===== config.mk =====
export PLATFORM = sky130hd
export DESIGN_NAME = cpu_bus_arbiter
export DESIGN_NICKNAME = d
export VERILOG_FILES = /design/src/rtl/cpu_bus_arbiter.sv
export SDC_FILE = /design/constraint.sdc
export NUM_CORES = 1
export LEC_CHECK = 0
export BUFFER_PORTS_ARGS = -buffer_cell sky130_fd_sc_hd__buf_2
export CAP_MARGIN = 20
export CORE_ASPECT_RATIO = 1.25
export CORE_UTILIZATION = 48
export DETAILED_ROUTE_END_ITERATION = 12
export GPL_ROUTABILITY_DRIVEN = 0
export HOLD_SLACK_MARGIN = 0.06
export PLACE_DENSITY = 0.76
export SLEW_MARGIN = 20
export SYNTH_ARGS = -nofsm -noshare
export SYNTH_HDL_FRONTEND = slang
export SYNTH_SLANG_ARGS = --single-unit

===== constraint.sdc =====
create_clock -name clock -period 1.99 [get_ports clock]
set_clock_uncertainty 0.05 [all_clocks]
set_input_delay 0.2985 -clock clock [delete_from_list [all_inputs] [get_ports clock]]
set_output_delay 0.2985 -clock clock [all_outputs]
set_load 0.03 [all_outputs]

===== src/rtl/cpu_bus_arbiter.sv =====
// Merges the CPU instruction and data ports onto one pulse-request/ack memory bus.
// One transaction in flight at a time, round-robin on ties, error response on memory timeout.
module cpu_bus_arbiter #(
   parameter int unsigned TIMEOUT_CYCLES = 255
) (
   input  logic        clock,
   input  logic        reset,
   input  logic        cpud_request,
   input  logic [31:0] cpud_addr,
   input  logic        cpud_write,
   input  logic [3:0]  cpud_byte_enable,
   input  logic [31:0] cpud_wdata,
   output logic [31:0] cpud_rdata,
   output logic        cpud_ack,
   input  logic        cpui_request,
   input  logic [31:0] cpui_addr,
   output logic [31:0] cpui_rdata,
   output logic        cpui_ack,
   output logic        mem_request,
   output logic [31:0] mem_addr,
   output logic        mem_write,
   output logic [3:0]  mem_byte_enable,
   output logic [31:0] mem_wdata,
   input  logic [31:0] mem_rdata,
   input  logic        mem_ack,
   output logic        bus_error
);

   localparam int unsigned CW = $clog2(TIMEOUT_CYCLES + 1);
   localparam logic [CW-1:0] TMAX = CW'(TIMEOUT_CYCLES);

   typedef enum logic [1:0] {IDLE, BUSY_D, BUSY_I} state_e;

   state_e        state_q, state_d;
   logic          pendD_q, pendD_d, pendI_q, pendI_d;
   logic [31:0]   capDAddr_q, capDAddr_d, capDWdata_q, capDWdata_d, capIAddr_q, capIAddr_d;
   logic          capDWrite_q, capDWrite_d;
   logic [3:0]    capDBe_q, capDBe_d;
   logic          lastGrantI_q, lastGrantI_d;
   logic [CW-1:0] cnt_q, cnt_d;

   logic          memReq_q, memReq_d, memWrite_q, memWrite_d;
   logic [31:0]   memAddr_q, memAddr_d, memWdata_q, memWdata_d;
   logic [3:0]    memBe_q, memBe_d;
   logic          dAck_q, dAck_d, iAck_q, iAck_d, busErr_q, busErr_d;
   logic [31:0]   dRdata_q, dRdata_d, iRdata_q, iRdata_d;

   logic          busy, timeoutHit, txEnd, arbPoint;
   logic          newD, newI, candD, candI, grantD, grantI;

   always_comb begin
      busy       = (state_q != IDLE);
      timeoutHit = busy && !mem_ack && (cnt_q == TMAX);
      txEnd      = busy && (mem_ack || timeoutHit);
      arbPoint   = !busy || txEnd;

      // A port whose request is still pending or on the bus cannot take another one.
      newD   = cpud_request && !pendD_q && !(state_q == BUSY_D && !txEnd);
      newI   = cpui_request && !pendI_q && !(state_q == BUSY_I && !txEnd);
      candD  = pendD_q || newD;
      candI  = pendI_q || newI;
      grantD = arbPoint && candD && (!candI || lastGrantI_q);
      grantI = arbPoint && candI && !grantD;

      pendD_d     = grantD ? 1'b0 : (pendD_q || newD);
      pendI_d     = grantI ? 1'b0 : (pendI_q || newI);
      capDAddr_d  = newD ? cpud_addr        : capDAddr_q;
      capDWrite_d = newD ? cpud_write       : capDWrite_q;
      capDBe_d    = newD ? cpud_byte_enable : capDBe_q;
      capDWdata_d = newD ? cpud_wdata       : capDWdata_q;
      capIAddr_d  = newI ? cpui_addr        : capIAddr_q;

      lastGrantI_d = lastGrantI_q;
      state_d      = state_q;
      cnt_d        = cnt_q;
      memReq_d     = grantD || grantI;
      memAddr_d    = memAddr_q;
      memWrite_d   = memWrite_q;
      memBe_d      = memBe_q;
      memWdata_d   = memWdata_q;

      if (grantD) begin
         state_d      = BUSY_D;
         lastGrantI_d = 1'b0;
         cnt_d        = '0;
         memAddr_d    = pendD_q ? capDAddr_q  : cpud_addr;
         memWrite_d   = pendD_q ? capDWrite_q : cpud_write;
         memBe_d      = pendD_q ? capDBe_q    : cpud_byte_enable;
         memWdata_d   = pendD_q ? capDWdata_q : cpud_wdata;
      end else if (grantI) begin
         state_d      = BUSY_I;
         lastGrantI_d = 1'b1;
         cnt_d        = '0;
         memAddr_d    = pendI_q ? capIAddr_q : cpui_addr;
         memWrite_d   = 1'b0;
         memBe_d      = 4'hF;
         memWdata_d   = '0;
      end else if (txEnd) begin
         state_d = IDLE;
         cnt_d   = '0;
      end else if (busy) begin
         cnt_d = cnt_q + CW'(1);
      end

      // Completion response: an aborted transaction returns a marker word and flags the error.
      dAck_d   = (state_q == BUSY_D) && txEnd;
      iAck_d   = (state_q == BUSY_I) && txEnd;
      busErr_d = timeoutHit;
      dRdata_d = dAck_d ? (timeoutHit ? 32'hDEADBEEF : mem_rdata) : dRdata_q;
      iRdata_d = iAck_d ? (timeoutHit ? 32'hDEADBEEF : mem_rdata) : iRdata_q;
   end

   always_ff @(posedge clock or negedge reset) begin
      if (!reset) begin
         state_q      <= IDLE;
         pendD_q      <= 1'b0;
         pendI_q      <= 1'b0;
         capDAddr_q   <= '0;
         capDWrite_q  <= 1'b0;
         capDBe_q     <= '0;
         capDWdata_q  <= '0;
         capIAddr_q   <= '0;
         lastGrantI_q <= 1'b1;
         cnt_q        <= '0;
         memReq_q     <= 1'b0;
         memAddr_q    <= '0;
         memWrite_q   <= 1'b0;
         memBe_q      <= '0;
         memWdata_q   <= '0;
         dAck_q       <= 1'b0;
         iAck_q       <= 1'b0;
         busErr_q     <= 1'b0;
         dRdata_q     <= '0;
         iRdata_q     <= '0;
      end else begin
         state_q      <= state_d;
         pendD_q      <= pendD_d;
         pendI_q      <= pendI_d;
         capDAddr_q   <= capDAddr_d;
         capDWrite_q  <= capDWrite_d;
         capDBe_q     <= capDBe_d;
         capDWdata_q  <= capDWdata_d;
         capIAddr_q   <= capIAddr_d;
         lastGrantI_q <= lastGrantI_d;
         cnt_q        <= cnt_d;
         memReq_q     <= memReq_d;
         memAddr_q    <= memAddr_d;
         memWrite_q   <= memWrite_d;
         memBe_q      <= memBe_d;
         memWdata_q   <= memWdata_d;
         dAck_q       <= dAck_d;
         iAck_q       <= iAck_d;
         busErr_q     <= busErr_d;
         dRdata_q     <= dRdata_d;
         iRdata_q     <= iRdata_d;
      end
   end

   assign mem_request     = memReq_q;
   assign mem_addr        = memAddr_q;
   assign mem_write       = memWrite_q;
   assign mem_byte_enable = memBe_q;
   assign mem_wdata       = memWdata_q;
   assign cpud_ack        = dAck_q;
   assign cpud_rdata      = dRdata_q;
   assign cpui_ack        = iAck_q;
   assign cpui_rdata      = iRdata_q;
   assign bus_error       = busErr_q;

endmodule


* Yosys cells after proc, flatten, opt, wreduce, memory -nomap -nowiden
Index checks and enable logic that the tools add are counted.
Widths: inputs -> output; s select.
** Storage, ports and cells
- Register bits after elaboration :: 251
- Bits in latches :: 0
- Memory bits (writable) :: 0
- Memory bits (read-only) :: 0
- Output and inout port bits :: 137
- Word-level logic and storage cells :: 83
- Memories :: 0
** Operators by class
- Add/subtract/negate cells :: 1
- $mul :: 0
- Div/mod/pow operators :: 0
- Order comparisons :: 0
- Equality and inequality tests :: 3
- Shift operators :: 0
- Mux-type cells :: 25
- Bitwise gates (word level) :: 0
- Reduce and logical (&&, ||, !) cells :: 34
** Operators with widths (count)
- $mux 32 :: 8
- $mux 8 :: 4
- $logic_and 1x1->1 :: 15
- $mux 4 :: 3
- $logic_not 1->1 :: 9
- $add 8x1->8 const B :: 1
- $eq 8x8->1 const B :: 1
- $mux 1 :: 7
- $logic_or 1x1->1 :: 6
- $mux 2 :: 3
- $reduce_bool 2->1 :: 2
- $reduce_bool 4->1 :: 1
- $reduce_bool 3->1 :: 1
- $eq 2x1->1 const B :: 1
- $eq 2x2->1 const B :: 1

* Depth between registers and ports, before layout
- Depth in word-level cells :: 17
- Mapped depth :: 8
- Mapped depth without buffers :: 6

* Worst setup path before layout
No wires, ideal clock.
- Path type :: reg-to-reg
- Start :: reg cnt_q[0]
- End :: reg capDAddr_q[24]
- Setup time :: 0.127 ns
- Data arrival time :: 1.962 ns
- Required time :: 1.813 ns
- Path slack :: -0.150 ns
- Cell stages (with the launch flop) :: 8
- Cells stage by stage :: dfrtp_1 -> ha_1 -> nand3_2 -> nor2_4 -> o311ai_2 -> buf_2 -> buf_6 -> mux2_1
** On the way
- Longest elaborated chain between the ends :: 8
** RTL lines
- start: declaration :: RTL line 40 : logic [CW-1:0] cnt_q, cnt_d;
- start signal: assignment :: RTL line 145 : cnt_q <= cnt_d;
- $eq 8x8->1 :: RTL line 53 : timeoutHit = busy && !mem_ack && (cnt_q == TMAX);
- $logic_and 1x1->1 :: RTL line 53
- $logic_or 1x1->1 :: RTL line 54 : txEnd = busy && (mem_ack || timeoutHit);
- $logic_and 1x1->1 :: RTL line 54
- $logic_not 1->1 :: RTL line 58 : newD = cpud_request && !pendD_q && !(state_q == BUSY_D && !txEnd);
- $logic_and 1x1->1 :: RTL line 58
- $logic_not 1->1 :: RTL line 58
- $logic_and 1x1->1 :: RTL line 58
- end signal: assignment :: RTL line 139 : capDAddr_q <= capDAddr_d;
- end: declaration :: RTL line 36 : logic [31:0] capDAddr_q, capDAddr_d, capDWdata_q, capDWdata_d, capIAddr_q, capIAddr_d;
Every way passes these cells.
A chain may end at the register's enable or synchronous reset.

* Worst setup path after layout
- Start :: reg cnt_q[0]
- End :: reg capDWdata_q[18]
** On the way
- Longest elaborated chain between the ends :: 8
** RTL lines
- $eq 8x8->1 :: RTL line 53
- $logic_and 1x1->1 :: RTL line 53
- $logic_or 1x1->1 :: RTL line 54
- $logic_and 1x1->1 :: RTL line 54
- $logic_not 1->1 :: RTL line 58
- $logic_and 1x1->1 :: RTL line 58
- $logic_not 1->1 :: RTL line 58
- $logic_and 1x1->1 :: RTL line 58
- end signal: assignment :: RTL line 142 : capDWdata_q <= capDWdata_d;
- end: declaration :: RTL line 36
Every way passes these cells.

==> results.sh <==
export IMPL_p_sw_frac=0.3969
export IMPL_area_delta_synth_final_pct=39.49
export IMPL_instances_no_fill=1539
export IMPL_die_h_um=169.7
export IMPL_synth_most_common_cell="dfrtp_1"
export IMPL_ys_seq_area_frac=0.5818
export IMPL_finalHoldViolations=0
export IMPL_p_total_mw=25.00
export IMPL_grt_max_degree=68
export IMPL_dp_cells=1354
export IMPL_fin_crit_ns=1.933
export IMPL_power_leakage_nw=6.896
export IMPL_maxCapViolCount=0
export IMPL_syn_cell_area_um2=10800
export IMPL_min_period_over_period=0.9712
export IMPL_cts_sinks=251
export IMPL_max_slew_margin=0.5392
export IMPL_synth_mux_area_frac=0.1693
export IMPL_yosysUniqueCellTypes=53
export IMPL_async_flop_share=1.000
export IMPL_hold_class="in2reg"
export IMPL_p_per_area_nw_per_um2=1660
export IMPL_synth_adder_area_share=0.001159
export IMPL_synth_cells=820
export IMPL_max_freq_mhz=517.4
export IMPL_drc=0
export IMPL_p_sw_mw=9.925
export IMPL_drt_antenna_violating_nets=0
export IMPL_path_clk_slew_ns=0.06
export IMPL_combinationalPowerShare=0.450
export IMPL_row_count=61
export IMPL_die_area_um2=23100
export IMPL_synth_top_family_by_area="multiplexers"
export IMPL_via_count=8737
export IMPL_avgSynthCellArea_um2=13.17
export IMPL_clock_latency_ns=0.52
export IMPL_synth_compound_area_share=0.1677
export IMPL_grt_use_met2=0.4421
export IMPL_vdd_drop_max_mv=1.122
export IMPL_worstSetupEndpointType="flip-flop"
export IMPL_dp_slack_ns=-0.04580
export IMPL_wl_per_cell_um=19.54
export IMPL_drv_slew=0
export IMPL_pwr_share_seq=0.355
export IMPL_hpwl_um=18380
export IMPL_path_max_fanout=22
export IMPL_core_area_um2=22130
export IMPL_crit_type="reg2reg"
export IMPL_synth_seq_cells=251
export IMPL_whs_ns=0.1425
export IMPL_grt_pass1_wl_um=46830
export IMPL_synth_top_cell_area_share=0.5794
export IMPL_drive_gt1_frac=0.3839
export IMPL_synth_area_top_cells="dfrtp_1, mux2_2, mux2i_1"
export IMPL_grt_util_met1=0.3148
export IMPL_synth_warnings=0
export IMPL_final_setup_worst_slack_ns=0.05740
export IMPL_wl_um=30070
export IMPL_antenna_found_initial=4
export IMPL_synth_common_cells="dfrtp_1, mux2_2, mux2i_1"
export IMPL_synth_main_ff_cell="dfrtp_1"
export IMPL_setup_viol=0
export IMPL_cts_path_max_buffers=3
export IMPL_grt_pass1_vias=8888
export IMPL_drt_iter0_markers=389
export IMPL_vias_per_cell=5.677
export IMPL_synth_xor_area_frac=0
export IMPL_internal_power_mw=15.08
export IMPL_io_pins=275
export IMPL_yosysTopAreaCell="dfrtp_1"
export IMPL_overflow=0
export IMPL_cts_buffers=25
export IMPL_grtUsageMet3=0.04540
export IMPL_power_frac_clock=0.195
export IMPL_start_util=0.4878
export IMPL_rsz0062_at_grt="true"
export IMPL_yosys_area_share_simple=0.04693
export IMPL_synth_edff_count=0
export IMPL_syn_nets=959
export IMPL_root_buffer="clkbuf_16"
export IMPL_worstSetupStartpointType="flip-flop"
export IMPL_dr_pass1_iters=4
export IMPL_htree_levels=1
export IMPL_required_ns=2.34
export IMPL_die_w_um=136.2
export IMPL_track_usage=0.2573
export IMPL_worstMarginPinSlew_ns=0.6912
export IMPL_port_buffers=274
export IMPL_grt_busiest_layer="met2"
export IMPL_final_nets=1374
export IMPL_status="finished clean"
export IMPL_cts_tree="done"
export IMPL_final_util=0.6805
export IMPL_cp_arrival_ns=2.29
-- layer usage --
metal	up-vias	wire length, µm
li1	3925	-
met1	4361	11810
met2	358	15160
met3	91	1917
met4	2	1168
met5	-	11
-- metrics by stage --
step | setup TNS, ns | cell area (µm²)
final | 0 | 15060
after global routing | -0.02729 | 15060
after CTS | 0 | 14980
after detailed placement | -0.9811 | 12770
after global placement | -0.07051 | 12770
after floorplan | 0 | 10820
-- timing repair --
item / in CTS / in global routing
endpoints found under the setup margin: 67 / 86
hold endpoints to repair: 303 / 0
hold buffers: 134 / 0
pin swaps: 1 / 1
gates cloned: 0 / 1
buffers inserted: 0 / 2
gates resized for setup: 4 / 4
-- flip-flops by register name, summed over array words and instances, names as in the netlist --
| signal | cells |
|---|---|
| capDAddr_q | 32 |
| capDWdata_q | 32 |
| capIAddr_q | 32 |
| cpud_rdata | 32 |
| cpui_rdata | 32 |
| mem_addr | 32 |
| mem_wdata | 32 |
| cnt_q | 8 |
| capDBe_q | 4 |
| mem_byte_enable | 4 |
| state_q | 2 |
| bus_error | 1 |
| capDWrite_q | 1 |
| cpud_ack | 1 |
| cpui_ack | 1 |
| lastGrantI_q | 1 |
| mem_request | 1 |
| mem_write | 1 |
| pendD_q | 1 |
| pendI_q | 1 |
-- cells in the final DEF, fill, tap and decap left out, types with 16 or more instances in the layout --
master and count:
nand3_1 33, o2bb2ai_1 34, a32o_1 16, mux2i_1 69, o211ai_1 32, a2bb2oi_1 48
clkbuf_16 26, a22o_1 33, mux2_2 91, dlygate4sd3_1 134, o21ai_0 36, buf_4 30
buf_2 273, nor2_1 28, dfrtp_1 249
-- final timing paths --
kind / cells after the start / slack [ns] / startpoint / end
setup / recovery: 7 / 0.06 / cnt_q[0] / capDWdata_q[18]
hold / removal: 3 / 0.14 / cpui_request / state_q[1]
setup reg to reg: 7 / 0.06 / cnt_q[0] / capDWdata_q[18]
hold reg to reg: 1 / 0.44 / mem_wdata[17] / mem_wdata[17]
max in group asynchronous: 3 / 0.92 / reset / lastGrantI_q
min in group asynchronous: 2 / 0.25 / reset / cpui_rdata[29]
-- power groups by stage --
stage | clock network, mW | logic (mW) | registers [mW]
6_report | 4.88 | 11.2 | 8.88
5_1_grt | 5.17 | 12.0 | 9.13
4_1_cts | 4.97 | 11.1 | 8.81
3_5_place_dp | 0 | 10.8 | 8.85
3_3_place_gp | 0 | 10.6 | 8.75
2_1_floorplan | 0 | 5.29 | 11.0
-- cells by family after synthesis --
| family | Yosys count |
|---|---|
| flip-flops | 251 |
| AO/OA/AOI/OAI | 224 |
| multiplexers | 170 |
| AND/OR/NAND/NOR | 98 |
| buffers and inverters | 76 |
| adder cells (fa/ha/maj) | 1 |
-- worst max-delay path: stages, from the launching register on --
cell,delay (ns)
dfrtp_1,0.41
ha_4,0.19
nand3_4,0.09
nor2_4,0.06
o311ai_4,0.30
buf_6,0.18
buf_12,0.17
mux2_2,0.36
-- layout make-up --
| type | count | area (µm²) |
|---|---|---|
| antenna | 3 | 7.507 |
| clock buffer | 33 | 705.7 |
| clock inverter | 12 | 147.6 |
| fill | 1538 | 7072 |
| inverter | 8 | 35.03 |
| multi-input combinational | 493 | 4239 |
| sequential | 251 | 6286 |
| tap | 283 | 354.1 |
| timing repair buffer | 456 | 3287 |
No activity file was read; power rests on OpenSTA's default activity.
